===== config.mk =====
export PLATFORM = sky130hd
export DESIGN_NAME = wb_cmd_master
export DESIGN_NICKNAME = d
export VERILOG_FILES = /design/src/rtl/wb_cmd_master.sv
export SDC_FILE = /design/constraint.sdc
export NUM_CORES = 1
export LEC_CHECK = 0
export BUFFER_PORTS_ARGS = -buffer_cell sky130_fd_sc_hd__buf_4
export CORE_MARGIN = 2
export CORE_UTILIZATION = 45
export DETAILED_ROUTE_END_ITERATION = 10
export GPL_ROUTABILITY_DRIVEN = 0
export HOLD_SLACK_MARGIN = 0.05
export PLACE_DENSITY = 0.73
export SLEW_MARGIN = 25
export SYNTH_ARGS = -nofsm -noshare
export SYNTH_HDL_FRONTEND = slang
export SYNTH_SLANG_ARGS = --single-unit

===== constraint.sdc =====
create_clock -name clk_i -period 3.1 [get_ports clk_i]
set_clock_uncertainty 0.1 [all_clocks]
set_input_delay 0.31 -clock clk_i [delete_from_list [all_inputs] [get_ports clk_i]]
set_output_delay 0.31 -clock clk_i [all_outputs]
set_load 0.05 [all_outputs]

===== src/rtl/wb_cmd_master.sv =====
`default_nettype none
// ============================================================================
// wb_cmd_master : FIFO-queued Wishbone master with ack and irq timeouts
// Revision 1.0
// ============================================================================
module wb_cmd_master #(
    parameter int ADDR_WIDTH     = 2,
    parameter int DATA_WIDTH     = 8,
    parameter int FIFO_DEPTH     = 4,
    parameter int TIMEOUT_CYCLES = 255
) (
    input  logic                              clk_i,
    input  logic                              rst_i,
    input  logic                              irq_i,
    input  logic                              req_valid_i,
    output logic                              req_ready_o,
    input  logic [ADDR_WIDTH-1:0]             req_addr_i,
    input  logic [DATA_WIDTH-1:0]             req_data_i,
    input  logic                              req_we_i,
    input  logic                              req_wait_irq_i,
    output logic                              rsp_valid_o,
    input  logic                              rsp_ready_i,
    output logic [DATA_WIDTH-1:0]             rsp_data_o,
    output logic                              rsp_err_o,
    output logic                              cyc_o,
    output logic                              stb_o,
    output logic                              we_o,
    output logic [ADDR_WIDTH-1:0]             adr_o,
    output logic [DATA_WIDTH-1:0]             dat_o,
    input  logic [DATA_WIDTH-1:0]             dat_i,
    input  logic                              ack_i,
    output logic                              busy_o,
    output logic [$clog2(FIFO_DEPTH+1)-1:0]   level_o
);

    localparam int LW = $clog2(FIFO_DEPTH + 1);
    localparam int PW = $clog2(FIFO_DEPTH);
    localparam int TW = $clog2(TIMEOUT_CYCLES + 1);
    localparam int EW = ADDR_WIDTH + DATA_WIDTH + 2;
    localparam logic [LW-1:0] C_FULL_LVL = LW'(FIFO_DEPTH);
    localparam logic [TW-1:0] C_TMAX     = TW'(TIMEOUT_CYCLES);

    typedef enum logic [1:0] {
        S_IDLE     = 2'd0,
        S_BUS      = 2'd1,
        S_IRQ_WAIT = 2'd2,
        S_RESP     = 2'd3
    } state_t;

    state_t                  state_q, state_d;
    logic                    cyc_q, cyc_d;
    logic                    stb_q, stb_d;
    logic                    we_q, we_d;
    logic [ADDR_WIDTH-1:0]   adr_q, adr_d;
    logic [DATA_WIDTH-1:0]   dat_q, dat_d;
    logic                    wait_q, wait_d;
    logic [TW-1:0]           timer_q, timer_d;
    logic                    rsp_valid_q, rsp_valid_d;
    logic [DATA_WIDTH-1:0]   rsp_data_q, rsp_data_d;
    logic                    rsp_err_q, rsp_err_d;

    logic [EW-1:0]           mem_q [FIFO_DEPTH];
    logic [PW-1:0]           wr_ptr_q, rd_ptr_q;
    logic [LW-1:0]           level_q;

    logic                    w_push, w_pop;
    logic [EW-1:0]           w_head;
    logic [ADDR_WIDTH-1:0]   w_head_addr;
    logic [DATA_WIDTH-1:0]   w_head_data;
    logic                    w_head_we, w_head_wait;
    logic [TW-1:0]           w_timer_inc;
    logic                    w_expire;

    // ------------------------------------------------------------------
    // Request FIFO
    // ------------------------------------------------------------------
    assign req_ready_o = (level_q != C_FULL_LVL);
    assign w_push      = req_valid_i && req_ready_o;
    assign w_pop       = (state_q == S_IDLE) && (level_q != '0);

    assign w_head = mem_q[rd_ptr_q];
    assign {w_head_addr, w_head_data, w_head_we, w_head_wait} = w_head;

    // Storage needs no reset: an entry is only read after it has been written.
    always_ff @(posedge clk_i) begin
        if (w_push) begin
            mem_q[wr_ptr_q] <= {req_addr_i, req_data_i, req_we_i, req_wait_irq_i};
        end
    end

    always_ff @(posedge clk_i or posedge rst_i) begin
        if (rst_i) begin
            wr_ptr_q <= '0;
            rd_ptr_q <= '0;
            level_q  <= '0;
        end else begin
            if (w_push) wr_ptr_q <= wr_ptr_q + PW'(1);
            if (w_pop)  rd_ptr_q <= rd_ptr_q + PW'(1);
            if (w_push && !w_pop)      level_q <= level_q + LW'(1);
            else if (!w_push && w_pop) level_q <= level_q - LW'(1);
        end
    end

    // ------------------------------------------------------------------
    // Sequencer
    // ------------------------------------------------------------------
    assign w_timer_inc = (timer_q == C_TMAX) ? timer_q : timer_q + TW'(1);
    assign w_expire    = (w_timer_inc == C_TMAX);

    always_ff @(posedge clk_i or posedge rst_i) begin
        if (rst_i) begin
            state_q     <= S_IDLE;
            cyc_q       <= 1'b0;
            stb_q       <= 1'b0;
            we_q        <= 1'b0;
            adr_q       <= '0;
            dat_q       <= '0;
            wait_q      <= 1'b0;
            timer_q     <= '0;
            rsp_valid_q <= 1'b0;
            rsp_data_q  <= '0;
            rsp_err_q   <= 1'b0;
        end else begin
            state_q     <= state_d;
            cyc_q       <= cyc_d;
            stb_q       <= stb_d;
            we_q        <= we_d;
            adr_q       <= adr_d;
            dat_q       <= dat_d;
            wait_q      <= wait_d;
            timer_q     <= timer_d;
            rsp_valid_q <= rsp_valid_d;
            rsp_data_q  <= rsp_data_d;
            rsp_err_q   <= rsp_err_d;
        end
    end

    always_comb begin
        state_d     = state_q;
        cyc_d       = cyc_q;
        stb_d       = stb_q;
        we_d        = we_q;
        adr_d       = adr_q;
        dat_d       = dat_q;
        wait_d      = wait_q;
        timer_d     = timer_q;
        rsp_valid_d = rsp_valid_q;
        rsp_data_d  = rsp_data_q;
        rsp_err_d   = rsp_err_q;

        case (state_q)
            S_IDLE: begin
                if (level_q != '0) begin
                    state_d = S_BUS;
                    cyc_d   = 1'b1;
                    stb_d   = 1'b1;
                    we_d    = w_head_we;
                    adr_d   = w_head_addr;
                    dat_d   = w_head_data;
                    wait_d  = w_head_we && w_head_wait;
                    timer_d = '0;
                end
            end
            S_BUS: begin
                if (ack_i || w_expire) begin
                    cyc_d = 1'b0;
                    stb_d = 1'b0;
                    we_d  = 1'b0;
                    adr_d = '0;
                    dat_d = '0;
                end
                // An ack on the expiry edge still wins over the timeout.
                if (ack_i) begin
                    if (we_q && wait_q) begin
                        state_d = S_IRQ_WAIT;
                        timer_d = '0;
                    end else begin
                        state_d     = S_RESP;
                        rsp_valid_d = 1'b1;
                        rsp_err_d   = 1'b0;
                        rsp_data_d  = we_q ? '0 : dat_i;
                    end
                end else if (w_expire) begin
                    state_d     = S_RESP;
                    rsp_valid_d = 1'b1;
                    rsp_err_d   = 1'b1;
                    rsp_data_d  = '0;
                end else begin
                    timer_d = w_timer_inc;
                end
            end
            S_IRQ_WAIT: begin
                if (irq_i || w_expire) begin
                    state_d     = S_RESP;
                    rsp_valid_d = 1'b1;
                    rsp_err_d   = !irq_i;
                    rsp_data_d  = '0;
                end else begin
                    timer_d = w_timer_inc;
                end
            end
            S_RESP: begin
                if (rsp_ready_i) begin
                    state_d     = S_IDLE;
                    rsp_valid_d = 1'b0;
                end
            end
            default: state_d = S_IDLE;
        endcase
    end

    assign cyc_o       = cyc_q;
    assign stb_o       = stb_q;
    assign we_o        = we_q;
    assign adr_o       = adr_q;
    assign dat_o       = dat_q;
    assign rsp_valid_o = rsp_valid_q;
    assign rsp_data_o  = rsp_data_q;
    assign rsp_err_o   = rsp_err_q;
    assign level_o     = level_q;
    assign busy_o      = (state_q != S_IDLE) || (level_q != '0);

endmodule
`default_nettype wire


# Word-level counts from Yosys, hierarchy flattened
# Memory sizes are Yosys's and may differ from the RTL's.
# Cells that the tools add are included.
# W data, S select, Z words.
[op_classes]
mul = 0
mux = 45
reduce_logical = 26
addsub = 5
div_mod_pow = 0
eq_ne = 15
shifts = 0
n_lt_le_gt_ge = 0
bitwise_logic = 0
[ops]
columns = ["cell", "n"]
rows = [
  ["$mux W8", 13],
  ["$pmux W8 S2", 2],
  ["$pmux W8 S3", 1],
  ["$eq A8 B8 Y1 const B", 2],
  ["$ne A3 B3 Y1 const B", 5],
  ["$mux W1", 14],
  ["$mux W2", 7],
  ["$reduce_and A5 Y1", 2],
  ["$reduce_bool A3 Y1", 3],
  ["$add A8 B1 Y8 const B", 1],
  ["$ne A2 B2 Y1 const B", 4],
  ["$pmux W2 S4", 1],
  ["$reduce_and A4 Y1", 2],
  ["$reduce_bool A2 Y1", 4],
  ["$logic_and A1 B1 Y1", 6],
  ["$mux W3", 2],
  ["$pmux W1 S2", 3],
  ["$add A2 B1 Y2 const B", 2],
  ["$eq A2 B2 Y1 const B", 2],
  ["$pmux W2 S2", 1],
  ["$add A3 B1 Y3 const B", 1],
  ["$logic_not A1 Y1", 3],
  ["$logic_or A1 B1 Y1", 3],
  ["$pmux W1 S3", 1],
  ["other kinds (6)", 6],
]
[word_totals]
out_inout_bits = 28
latch_bits = 0
wordCells = 105
in_bits = 26
memories = 1
register_bits = 40
ramBits = 48
rom_bits = 0
[mem_list]
columns = ["memory", "depth", "word_bits", "rd", "rd_clocked_by_memory_dff", "wr", "line", "rtl"]
rows = [
  ["mem_q", 4, 12, 1, 0, 1, "62", "logic [EW-1:0] mem_q [FIFO_DEPTH];"],
]

# Longest topological paths before layout
# Gate-level depths: netlist of run 1.
[logic_depth]
word_depth = 6
depth_mapped = 9
mapped_depth_nobuf = 9

# Least setup slack after synthesis of run 1
# No wires, ideal clock.
[synth_timing]
path_kind = "register to register"
startpoint = "register level_q[1] (netlist: level_o[1])"
endpoint = "register level_q[2] (netlist: level_o[2])"
arrival_ps = 2488
path_buffers = 0
setup_ps = 82
synth_period_minus_slack_ps = 2669
t_required_ps = 2918
stages_incl_launch_ff = 10
setup_slack_ps = 431
cell_sequence = "dfrtp_1 nor2_1 nand2_1 and2_0 ha_1 inv_1 fa_1 xor2_1 nor2_1 xor2_1"
[synth_via]
elab_chain_len = 5
word_cells_on_any_way = 13
cone_classes = "2 x add/sub; 1 x eq/ne; 2 x mux; 8 x reduce/logical"
[synth_rtl]
columns = ["element", "line", "rtl"]
rows = [
  ["start, declared", "64", "logic [LW-1:0] level_q;"],
  ["start signal, assigned", "99", "if (w_push && !w_pop) level_q <= level_q + LW'(1);"],
  ["start signal, assigned", "100", "else if (!w_push && w_pop) level_q <= level_q - LW'(1);"],
  ["$ne A3 B3 Y1 (*)", "77", "assign req_ready_o = (level_q != C_FULL_LVL);"],
  ["named net req_ready_o", "16", "output logic req_ready_o,"],
  ["$logic_and A1 B1 Y1 (*)", "78", "assign w_push = req_valid_i && req_ready_o;"],
  ["named net w_push", "66", "logic w_push, w_pop;"],
  ["$logic_not A1 Y1", "100", ""],
  ["$logic_and A1 B1 Y1", "100", ""],
  ["$reduce_bool A2 Y1 (no source line)", "-", ""],
]
# The timed path passes the listed nets; every way through them passes the cells marked *. The select of a mux whose other input is x is not followed.
# A chain may end at the register's enable or synchronous reset.

# Final worst setup path of run 1
[layout_timing]
startpoint = "register timer_q[0]"
endpoint = "register timer_q[1]"
[layout_via]
elab_chain_len = 6
word_cells_on_any_way = 12
cone_classes = "1 x add/sub; 4 x eq/ne; 5 x mux; 2 x reduce/logical"
[layout_rtl]
columns = ["element", "line", "rtl"]
rows = [
  ["start, declared", "57", "logic [TW-1:0] timer_q, timer_d;"],
  ["start signal, assigned", "131", "timer_q <= timer_d;"],
  ["$add A8 B1 Y8 or $eq A8 B8 Y1 (tied branches)", "107", "assign w_timer_inc = (timer_q == C_TMAX) ? timer_q : timer_q + TW'(1);"],
  ["$mux W8 (*)", "107", ""],
  ["$eq A8 B8 Y1", "108", "assign w_expire = (w_timer_inc == C_TMAX);"],
  ["$logic_or A1 B1 Y1", "193", "if (irq_i || w_expire) begin"],
  ["$ne A2 B2 Y1 (no source line)", "-", ""],
  ["$reduce_and A5 Y1 (no source line)", "-", ""],
]
# Mark *: on every way between the ends. The rest lies on a longest branch, timed or not. The select of a mux whose other input is x is not followed.

==> results summary, run 1 <==
For the pin with the worst max-slew slack, the measured transition is 970 ps. The portion of the post-synthesis area used by sequential elements is 62.4%. After Yosys synthesis, and, or, nand and nor cells account for 9.58% of the synthesized area. In this run the tightest slew margin relative to its limit is 35.2%. The top cell type by total area after synthesis is sky130_fd_sc_hd__edfxtp_1. The count of buffers from port buffering is 53. Sorting the synthesized cells by area gives the leading types as sky130_fd_sc_hd__edfxtp_1, sky130_fd_sc_hd__dfrtp_1, sky130_fd_sc_hd__mux4_2. The maximum single-stage delay on the critical path is 530 ps. The buffering stage count on the worst path with inverters included is 0. Entering global routing, the biggest net connects 41 pins. The worst setup path is launched from a register. The final instance area came out at 4670 um2. The initial antenna violation count is 0. The summed instance area of the synthesized netlist came out at 3920 um2. The core region is 8590 um2. The first global-routing pass estimated 12300 um of wire.

Of all nets on the critical path, the largest fanout is 15. The critical path is of the reg -> reg type. STA puts the critical path data required time at 3250 ps. For this run, the number of Yosys warnings is 0. Clock tree synthesis found a total of 88 sinks. Before antenna repair, the detailed router went through 4 iterations. The compound-gate portion of the synthesized area is 11.9%. The post-synthesis net count is 316. Traced cell by cell, the critical path runs through ha_1 > nand3_1 > o21ai_0 > a21oi_1 > a31oi_2 > mux2_2. The part of the cycle the worst path needs came out at 84.9%. STA classifies the critical path endpoint as a register. The worst register-to-register path has a depth of 6. The synthesized-area fraction occupied by xor and xnor cells came out at 1.34%. The leakage power summed over all cells is 1.88 nW. The final count of negative-setup-slack endpoints came out at 0.

The height of the die came out at 97.3 um. The initial standard-cell utilization of the core came out at 45.6%. After detailed routing, the total wire length is 7390 um. At the end of the flow, the number of nets in the layout was 378. For this design the ratio of total power to cell area is 1030 nW/um2. The number of max-slew violations in the final report is 0.

The synthesized instance count came out at 278. The fraction of layout cells with a size suffix above 1 is 26.4%. The number of rows in the core area is 34.

The synthesized area per cell is 14.1 um2. The worst hold path begins at req_data_i[2]. 0 antenna diodes ended up in the layout. At the later pin of the worst-skew pair, clock insertion delay measures 360 ps. The setup check on the worst reg-to-reg path leaves a slack of 470 ps. Adding up every negative setup slack in the final design gives 0 ps.

The per-cell via count in the routed design is 5.52. In this run, CTS created clock tree buffers numbering 9. The total DRC errors in the routed layout is 0. The area share of the largest cell type after synthesis is 36.8%. The end of the worst register-to-register path is timer_q[1]. The total power consumption of the routed design is 4.81 mW. The vias after detailed routing is 2499. The DRC marker count from the first detailed-route iteration came out at 171.

The clock tree root buffer cell is sky130_fd_sc_hd__clkbuf_8. The worst hold endpoint is mem_q[3][4]. The number of cells traversed by the worst hold path is 1.

The startpoint identified for the worst register-to-register timing path is timer_q[0]. The synthesis-to-layout area growth is 19.2%. In the final layout, the multi-input gates occupy 1350 um2. The distinct cell type count of the synthesized netlist is 45. The depth of the CTS H-tree came out at 3. The count of antenna-violating nets left after detailed routing is 0. The HPWL after detailed placement came out at 4960 um. The reported max-cap violation count came out at 0. The adder and majority cell fraction of the synthesized area is 4.03%. Global routing finished with a remaining overflow of 0. The upper clock frequency limit is 0.380 GHz. The filler cell count is 719. Setup repair after global routing left no endpoint under its margin. The overall global routing resource usage is 16.3%. After clock tree synthesis, the repair step resized 0 gates. The clock transition at the register clock pins on the worst setup and hold paths after CTS came out at 90 ps. The worst hold-check path type is in -> reg. The longest clock path from root to sink contains 2 buffers. The portion of synthesized area spent on multiplexers is 7.76%. The floorplan step defined a die boundary enclosing 9470 um2. The run finished with clean final reports. The largest vdd supply drop came out at 519 uV.

The shortest period the worst path allows is 2630 ps. Data on the critical path arrives at its endpoint at 2780 ps. The number of flip-flops and latches in the synthesized netlist is 88. For this design the top-level I/O count stands at 54.

The CTS tree is done. The post-placement cell area is 4370 um2. The via count of the first global-routing pass is 2503. On the critical path, the stage with the largest delay is an instance of sky130_fd_sc_hd__a31oi_2. The die outline width came out at 97.3 um. By area, the combinational part of the netlist is dominated by compound AO/OA/AOI/OAI gates. Among cell families on the critical path, the largest total delay comes from compound AO/OA/AOI/OAI gates. The routed wirelength normalized by instance count is 16.3 um. The area taken by flip-flops and latches is 2440 um2.

The number of hold violations in the final report is 0.
[layout make-up]
class                      instances  area share [%]
sequential                        88            52.3
multi-input combinational        168            29.0
timing repair buffer              65            11.0
tap                              108            2.89
clock buffer                       9            2.65
clock inverter                     7            1.47
inverter                           8           0.643
[registers in the layout (all words and copies together), names as in the netlist]
| register | count |
|---|---|
| rsp_data_o | 8 |
| wr_ptr_q | 2 |
| rd_ptr_q | 2 |
| dat_o | 8 |
| timer_q | 8 |
| mem_q | 48 |
| adr_o | 2 |
| we_o | 1 |
| state_q | 2 |
| rsp_valid_o | 1 |
| level_o | 3 |
| rsp_err_o | 1 |
| stb_o | 1 |
| wait_q | 1 |
[layout by cell type (no fill, tap or decap), drive strengths merged]
master,Yosys,routed
o21ai,9,9
clkbuf,5,9
edfxtp,48,48
a21o,1,1
xor2,3,3
nor2,13,13
nand3b,1,1
a21oi,20,20
clkinv,0,2
inv,8,13
nor3,3,3
dlygate4sd3,0,11
mux2,3,3
dfrtp,40,40
xnor2,3,3
a2bb2oi,1,1
ha,11,11
a22o,20,20
a31oi,3,3
nand2b,5,5
and3,7,7
a41oi,2,2
and2,3,3
o31ai,3,3
o2bb2ai,1,1
fa,1,1
nand3,9,9
o21a,3,3
nor4,2,2
buf,9,54
o21bai,1,1
mux4,12,12
o22a,1,1
nor2b,3,3
nand4,3,3
and4,1,1
nand2,19,19
or3,1,1
[stage by stage]
stage / hold slack (ps) / util [%] / cells / setup WS (ps)
after floorplan: 309 / - / 278 / 431
after CTS: 51.5 / 54.3 / 453 / 507
final: 66.0 / 54.3 / 453 / 467
after detailed placement: 386 / 50.8 / 426 / 525
after global placement: 379 / 50.8 / 426 / 612
after global routing: 55.9 / 54.3 / 453 / 328
[layer usage]
metal | track usage, % | share of wire [%] | vias up
met1 | 21.1 | 43 | 1262
met4 | 5.45 | 1.3 | 0
met5 | 0 | 0 | -
li1 | - | - | 1173
met3 | 2.88 | 3.5 | 10
met2 | 28.1 | 52 | 54
[cells in the mapped netlist, drive strengths merged]
library cell,count
fa,1
a22o,20
nand3b,1
nor2,13
xnor2,3
o2bb2ai,1
o21a,3
and3,7
xor2,3
clkbuf,5
a41oi,2
mux4,12
nand2,19
and4,1
nor4,2
a2bb2oi,1
and2,3
dfrtp,40
o21bai,1
nor2b,3
a21o,1
ha,11
o22a,1
o21ai,9
edfxtp,48
mux2,3
o31ai,3
a31oi,3
nand4,3
nand2b,5
inv,8
a21oi,20
buf,9
nand3,9
nor3,3
or3,1
[power by group]
group | internal, mW | switching [mW] | total, mW
registers | 1.59 | 0.285 | 1.87
logic | 0.849 | 1.32 | 2.17
clock network | 0.317 | 0.454 | 0.771
[repair_timing]
| item | 4_1_cts | 5_1_grt |
|---|---|---|
| setup buffers | 0 | 0 |
| endpoints found under the hold margin | 80 | 0 |
| hold buffers | 11 | 0 |
[worst max-delay path by stage]
stage,start,endpoint,cells after the start
CTS,timer_q[0],timer_q[1],6
global route,timer_q[0],timer_q[1],6
finish,timer_q[0],timer_q[1],6
global placement,timer_q[0],timer_q[1],6
detailed placement,timer_q[0],timer_q[1],6
floorplan,level_o[1],level_o[2],9
[cell families after synthesis]
kind of cell    Yosys count
compound gates           65
xor+xnor                  6
fa+ha+maj                12
buf+inv                  22
flops                    88
mux                      15
simple gates             70
Note: power is estimated with default switching activity, not from simulation.
==> run 2: changes to the inputs <==
Clock period 3.1 ns to 2.7 ns, I/O delays scaled along.
==> run 2 against run 1 <==
Compared with the run above: maximum frequency is 4.5% higher; first-iteration DRC count is 15% lower; wire length is 4.0% higher; via count is 0.44% higher; worst hold slack better by 83 ps; critical path type unchanged; design area is 2.9% higher; worst setup slack worse by 290 ps; core utilization is 1.6 points higher; critical path depth is 1 higher; die area stayed put; register-to-register slack worse by 290 ps; clock-buffer cell count stayed put; critical endpoint is now state_q[1].
==> results summary, run 2 (synthesis results as in run 1) <==
The setup fix buffers added after clock tree synthesis is 0 (unchanged). The post-placement cell area came to 4380 um2 (+0.34%). The initial antenna violation count was 0 (unchanged).

The cell area power density is 1160 nW/um2 (+13%). The worst hold-check path type is in -> reg. The post-route non-filler standard cell count was 465 (+2.6%). The number of rows in the core area is 34 (unchanged). The largest vdd supply drop is 635 uV (+22%). The maximum number of buffers from clock root to sink is 2 (unchanged). The placed instance count came out at 428 (+0.47%). The biggest fanout along the worst timing path came out at 9 (-6). The final standard cell utilization of the core is 55.9% (+1.6 points). Setup repair after global routing left no endpoint under its margin. The count of antenna-violating nets left after detailed routing is 0 (unchanged). The number of hold violations in the final report is 0 (unchanged). The relative contribution of the clock network to total power is 15.2% (-0.8 points). The depth of the CTS H-tree came out at 3 (unchanged). The upper clock frequency limit is 0.397 GHz (+4.5%). The flow ran to the end, and the final reports show no timing, DRC or antenna violations. The max-slew headroom at the worst pin came out at 55.1% (+20 points).

The internal power came out at 3.19 mW (+16%). The total DRC errors in the routed layout is 0 (unchanged). The number of flip-flops under the largest register name came out at 48 (unchanged). The maximum number of pins on one net before global-route repair came to 41 (unchanged).

Relative to the synthesized area, the layout overhead comes to 22.7%. The total iterations of the first detailed-routing run was 4 (unchanged). The vias after detailed routing is 2510 (+0.44%).

The insertion delay to the later sink of the worst-skew pair came to 350 ps (about the same). The final count of negative-setup-slack endpoints came out at 0 (unchanged). The most common cell after layout, fill and taps aside is sky130_fd_sc_hd__buf_4.

The reported max-cap violation count came out at 0 (unchanged). The fraction of layout cells with a size suffix above 1 came out at 26.9% (+0.51 points). The worst setup path is launched from a register. The height of the die came to 97.3 um (unchanged). The pre-CTS worst setup slack is 72.4 ps (-452 ps). The HPWL after detailed placement came out at 4980 um (+0.37%).

The final worst slack is 180 ps (-287 ps). The sum of routed wire length over all layers was 7690 um (+4.0%). The top cell types in the final layout, fill and taps aside, are sky130_fd_sc_hd__buf_4, sky130_fd_sc_hd__edfxtp_1, sky130_fd_sc_hd__dfrtp_1, sky130_fd_sc_hd__dlygate4sd3_1, sky130_fd_sc_hd__a22o_1. The required time of the critical path came out at 2840 ps (-410 ps). The DRC marker count from the first detailed-route iteration is 146 (-15%). The number of clock sinks seen by CTS is 88 (unchanged). The arrival time of data at the critical path endpoint came out at 2660 ps (-120 ps). The net switching share of the total power came out at 42.8% (about the same).

The worst setup path is captured at a register. The final hold slack came out at 149 ps (+83.2 ps). The number of max-slew violations in the final report is 0 (unchanged). The wire length of the first global-routing pass came to 12600 um (+3.0%). The final instance area was 4800 um2 (+2.9%). The I/O pin total was 54 (unchanged). The overall global routing resource usage is 16.9% (+0.60 points). The die outline width came out at 97.3 um (unchanged).

By startpoint and endpoint, the worst setup path is classified as reg -> reg. The via count of the first global-routing pass came out at 2503 (unchanged). The clock transition at the register clock pins on the worst setup and hold paths after CTS is 90 ps (about the same). The CTS buffer count is 9 (unchanged). The power share of the sequential group came out at 37.7% (-1.2 points). The placeable core region is 8590 um2 (unchanged).

The total power consumption of the routed design is 5.58 mW (+16%). TritonCTS built the clock tree. The remaining global-route overflow is 0 (unchanged). The shortest period the worst path allows is 2520 ps (-113 ps).

The filler cell count came to 712 (-0.97%). The clock tree root buffer cell is sky130_fd_sc_hd__clkbuf_8. The routed wirelength normalized by instance count is 16.5 um (+1.3%). The number of antenna repair diodes is 0 (unchanged). The setup TNS after final layout came out at 0 ps (unchanged).

The reported net switching power came to 2.39 mW (+16%). The final net count is 390 (+3.2%). The combinational share of power is 47.1% (+2.1 points). The die footprint came out at 9470 um2 (unchanged). The leakage power summed over all cells is 1.93 nW (+2.4%). The initial standard-cell utilization of the core is 45.6% (unchanged).

The count of buffers from port buffering came to 53 (unchanged). The part of the cycle the worst path needs is 93.3% (+8.4 points). The register with the most flip-flops in the final layout is mem_q. The transition at the pin with the smallest max-transition slack was 674 ps (-296 ps). The per-cell via count in the routed design came out at 5.40 (-2.2%).
[run 2: worst max-delay path, cell delays in order (launching register included)]
cell	delay, ps
sky130_fd_sc_hd__dfrtp_1	510
sky130_fd_sc_hd__ha_2	340
sky130_fd_sc_hd__a21oi_1	100
sky130_fd_sc_hd__or3_4	390
sky130_fd_sc_hd__nor4_4	270
sky130_fd_sc_hd__a21oi_1	160
sky130_fd_sc_hd__nor2_1	200
sky130_fd_sc_hd__mux2_1	350
[run 2: power by group through the flow]
stage,Combinational [mW],Sequential [mW],Clock (mW)
floorplan,1.41,2.63,0
global placement,2.53,2.11,0
detailed placement,2.58,2.13,0
CTS,2.60,2.11,0.874
global route,2.82,2.16,0.927
finish,2.63,2.10,0.850
[run 2: area by class of cell]
class	instances	area, um2	area share (%)
tap	108	135	2.81
clock inverter	7	62.6	1.30
clock buffer	9	124	2.58
timing repair buffer	77	631	13.1
sequential	88	2440	50.8
multi-input combinational	168	1380	28.7
inverter	8	30.0	0.625
[run 2: path summary, 6_finish.rpt]
kind | startpoint | end | slack, ps | depth (start not counted)
setup / recovery | timer_q[0] | state_q[1] | 180 | 7
min in group asynchronous | rst_i | dat_o[5] | 480 | 4
setup reg to reg | timer_q[0] | state_q[1] | 180 | 7
hold reg to reg | rsp_data_o[2] | rsp_data_o[2] | 410 | 1
hold / removal | rsp_ready_i | rsp_valid_o | 150 | 4
max in group asynchronous | rst_i | timer_q[6] | 1650 | 4
[run 2: repair_timing]
item / 4_1_cts / 5_1_grt
hold endpoints to repair: 96 / 0
hold buffers: 21 / 0
resized for setup: 0 / 4
endpoints found under the setup margin: 0 / 19
[run 2: routing by layer]
metal | vias up | GRT usage, % | wire length (um)
met4 | 0 | 4.49 | 63
met1 | 1262 | 22.0 | 3350
met3 | 5 | 3.74 | 252
met2 | 51 | 29.1 | 4030
li1 | 1192 | - | -
met5 | - | 0 | 0
==> run 3: changes to the inputs <==
Settings changed: REMOVE_ABC_BUFFERS set to 1.
==> run 3 against run 2 <==
Compared with the run above: design area hardly changed; sequential share of layout area hardly changed; global-route usage is 0.27 points lower; total power is 0.55% higher; largest cell class unchanged; combinational power hardly changed; wire length is 1.3% lower; worst setup slack worse by 21 ps; maximum frequency is 0.82% lower; non-clock buffer count stayed put.
==> results summary, run 3 (synthesis results as in run 1) <==
The flow ran to the end, and the final reports show no timing, DRC or antenna violations. The upper clock frequency limit is 0.394 GHz (-0.82%). The met1 routing resource usage after global routing came to 22.3% (+0.38 points). The HPWL after detailed placement is 4900 um (-1.5%). The maximum single-stage delay on the critical path came to 500 ps (about the same).

The final worst slack came to 159 ps (-20.8 ps). Counting flops per register, the top entry is mem_q. The total power consumption of the routed design came to 5.61 mW (+0.55%). The part of the cycle the worst path needs came out at 94.1% (+0.77 points). The final net count came out at 390 (unchanged). The maximum number of pins on one net before global-route repair came out at 41 (unchanged). The cell sitting at the root of the clock tree is a sky130_fd_sc_hd__clkbuf_8.

The leakage power summed over all cells is 1.93 nW (about the same). The insertion delay to the later sink of the worst-skew pair came to 350 ps (about the same). The arrival time of data at the critical path endpoint was 2680 ps (+20 ps).

The remaining global-route overflow came out at 0 (unchanged). The die footprint came out at 9470 um2 (unchanged). The reported max-cap violation count came out at 0 (unchanged). The DRC marker count from the first detailed-route iteration came out at 143 (-2.1%). The clock transition at the register clock pins on the worst setup and hold paths after CTS is 90 ps (about the same). In this design, the largest share of critical-path delay is due to compound AO/OA/AOI/OAI gates.

The worst setup path is of the reg -> reg kind. The synthesis-to-layout area growth came out at 22.7% (about the same). The height of the die was 97.3 um (unchanged). The count of antenna-violating nets left after detailed routing is 0 (unchanged).

The overall global routing resource usage came out at 16.7% (-0.27 points). The depth of the CTS H-tree came out at 3 (unchanged). The total DRC errors in the routed layout is 0 (unchanged). The sum of routed wire length over all layers was 7590 um (-1.3%). The vias after detailed routing is 2537 (+1.1%). The biggest fanout along the worst timing path is 15 (+6).

The maximum number of buffers from clock root to sink is 2 (unchanged). The CTS buffer count came out at 9 (unchanged). The fraction of layout cells with a size suffix above 1 is 26.1% (-0.77 points). The transition at the pin with the smallest max-transition slack is 939 ps (+265 ps). The max-slew headroom at the worst pin came to 37.3% (-18 points). The per-cell via count in the routed design is 5.47 (+1.3%). TritonCTS built the clock tree.

The library cell contributing the largest single delay on the critical path is sky130_fd_sc_hd__dfrtp_1. The largest vdd supply drop came out at 602 uV (-5.1%). The required time of the critical path is 2840 ps (about the same). The number of antenna repair diodes is 0 (unchanged). The number of clock sinks seen by CTS came to 88 (unchanged). The final instance area came out at 4810 um2 (about the same). STA classifies the critical path endpoint as a register. The post-placement cell area came out at 4380 um2 (unchanged). The library cell used most frequently in the layout, excluding fill and tap cells, is sky130_fd_sc_hd__buf_4. The wire length of the first global-routing pass came out at 12400 um (-1.8%). The count of buffers from port buffering is 53 (unchanged). The buffering stage count on the worst path with inverters included was 0 (unchanged). The met2 global-route usage was 27.1% (-2.0 points). The final hold slack was 142 ps (-7.28 ps). The initial standard-cell utilization of the core came out at 45.6% (unchanged). The most used routing layer is met2. The initial antenna violation count is 0 (unchanged). The number of rows in the core area came out at 34 (unchanged). The worst hold-check path type is in -> reg. The setup TNS after final layout came out at 0 ps (unchanged). The number of max-slew violations in the final report is 0 (unchanged). The I/O pin total came out at 54 (unchanged).

The shortest period the worst path allows came out at 2540 ps (+20.8 ps). The cell area power density came out at 1170 nW/um2 (+0.50%). Leaving out fill and tap cells, the most frequent cells in the layout are sky130_fd_sc_hd__buf_4, sky130_fd_sc_hd__edfxtp_1, sky130_fd_sc_hd__dfrtp_1, sky130_fd_sc_hd__dlygate4sd3_1, sky130_fd_sc_hd__a22o_1.

The pre-CTS worst setup slack came out at 42.7 ps (-29.7 ps). The post-route non-filler standard cell count came to 464 (-0.22%). The final count of negative-setup-slack endpoints is 0 (unchanged).

The number of flip-flops under the largest register name is 48 (unchanged). The critical path goes through ha_2 > nand3_1 > o21ai_0 > a21oi_2 > a31oi_4 > mux2_2. The number of hold violations in the final report is 0 (unchanged). The via count of the first global-routing pass was 2491 (-0.48%). The routed wirelength normalized by instance count came out at 16.3 um (-1.1%). The final standard cell utilization of the core is 55.9% (about the same). The total iterations of the first detailed-routing run is 4 (unchanged). The global-route met3 utilization was 3.60% (-0.14 points). The placed instance count is 428 (unchanged). The worst setup path is launched from a register.

The setup fix buffers added after clock tree synthesis came out at 0 (unchanged). The die outline width came out at 97.3 um (unchanged). Setup repair after global routing left no endpoint under its margin. The placeable core region came to 8590 um2 (unchanged).
[run 3: cell types whose count changed in the layout (fill, tap and decap cells not counted), sizes merged]
cell / before / now
bufinv: 0 / 1
inv: 12 / 11
clkinv: 2 / 1
[run 3: path summary, 6_finish.rpt]
kind                               start             to  slack [ps]  cells after the start
min in group asynchronous          rst_i       dat_o[6]         490                      4
min reg2reg                rsp_data_o[4]  rsp_data_o[4]         410                      1
min                          rsp_ready_i    rsp_valid_o         140                      4
max                           timer_q[0]     timer_q[1]         160                      6
max in group asynchronous          rst_i    wr_ptr_q[1]        1630                      4
max reg2reg                   timer_q[0]     timer_q[1]         160                      6
[run 3: power breakdown]
group,internal [mW],total [mW],switching [mW]
sequential,1.82,2.10,0.277
clock,0.430,0.897,0.467
combinational,1.01,2.61,1.60
[run 3: repair_timing]
item / CTS / global route
resized for setup: 0 / 4
hold endpoints to repair: 96 / 0
hold buffers: 21 / 0
endpoints found under the setup margin: 0 / 19
[run 3: layout make-up]
type	instances	area, um2
fillers	697	3790
flip-flops and latches	88	2440
multi-input cells	168	1380
repair buffers	77	631
well taps	108	135
clock buffers	9	124
clock inverters	6	67.6
inverters	8	30.0
[run 3: worst reg2reg max path: stages (launching register included)]
cell and delay (ps):
sky130_fd_sc_hd__dfrtp_1 500, sky130_fd_sc_hd__ha_2 330, sky130_fd_sc_hd__nand3_1 160, sky130_fd_sc_hd__o21ai_0 390
sky130_fd_sc_hd__a21oi_2 180, sky130_fd_sc_hd__a31oi_4 390, sky130_fd_sc_hd__mux2_2 390
[run 3: routing by layer]
layer | routed length, um | vias up
met5 | 0 | -
met4 | 141 | 0
met3 | 364 | 13
met2 | 3740 | 78
met1 | 3340 | 1249
li1 | - | 1197
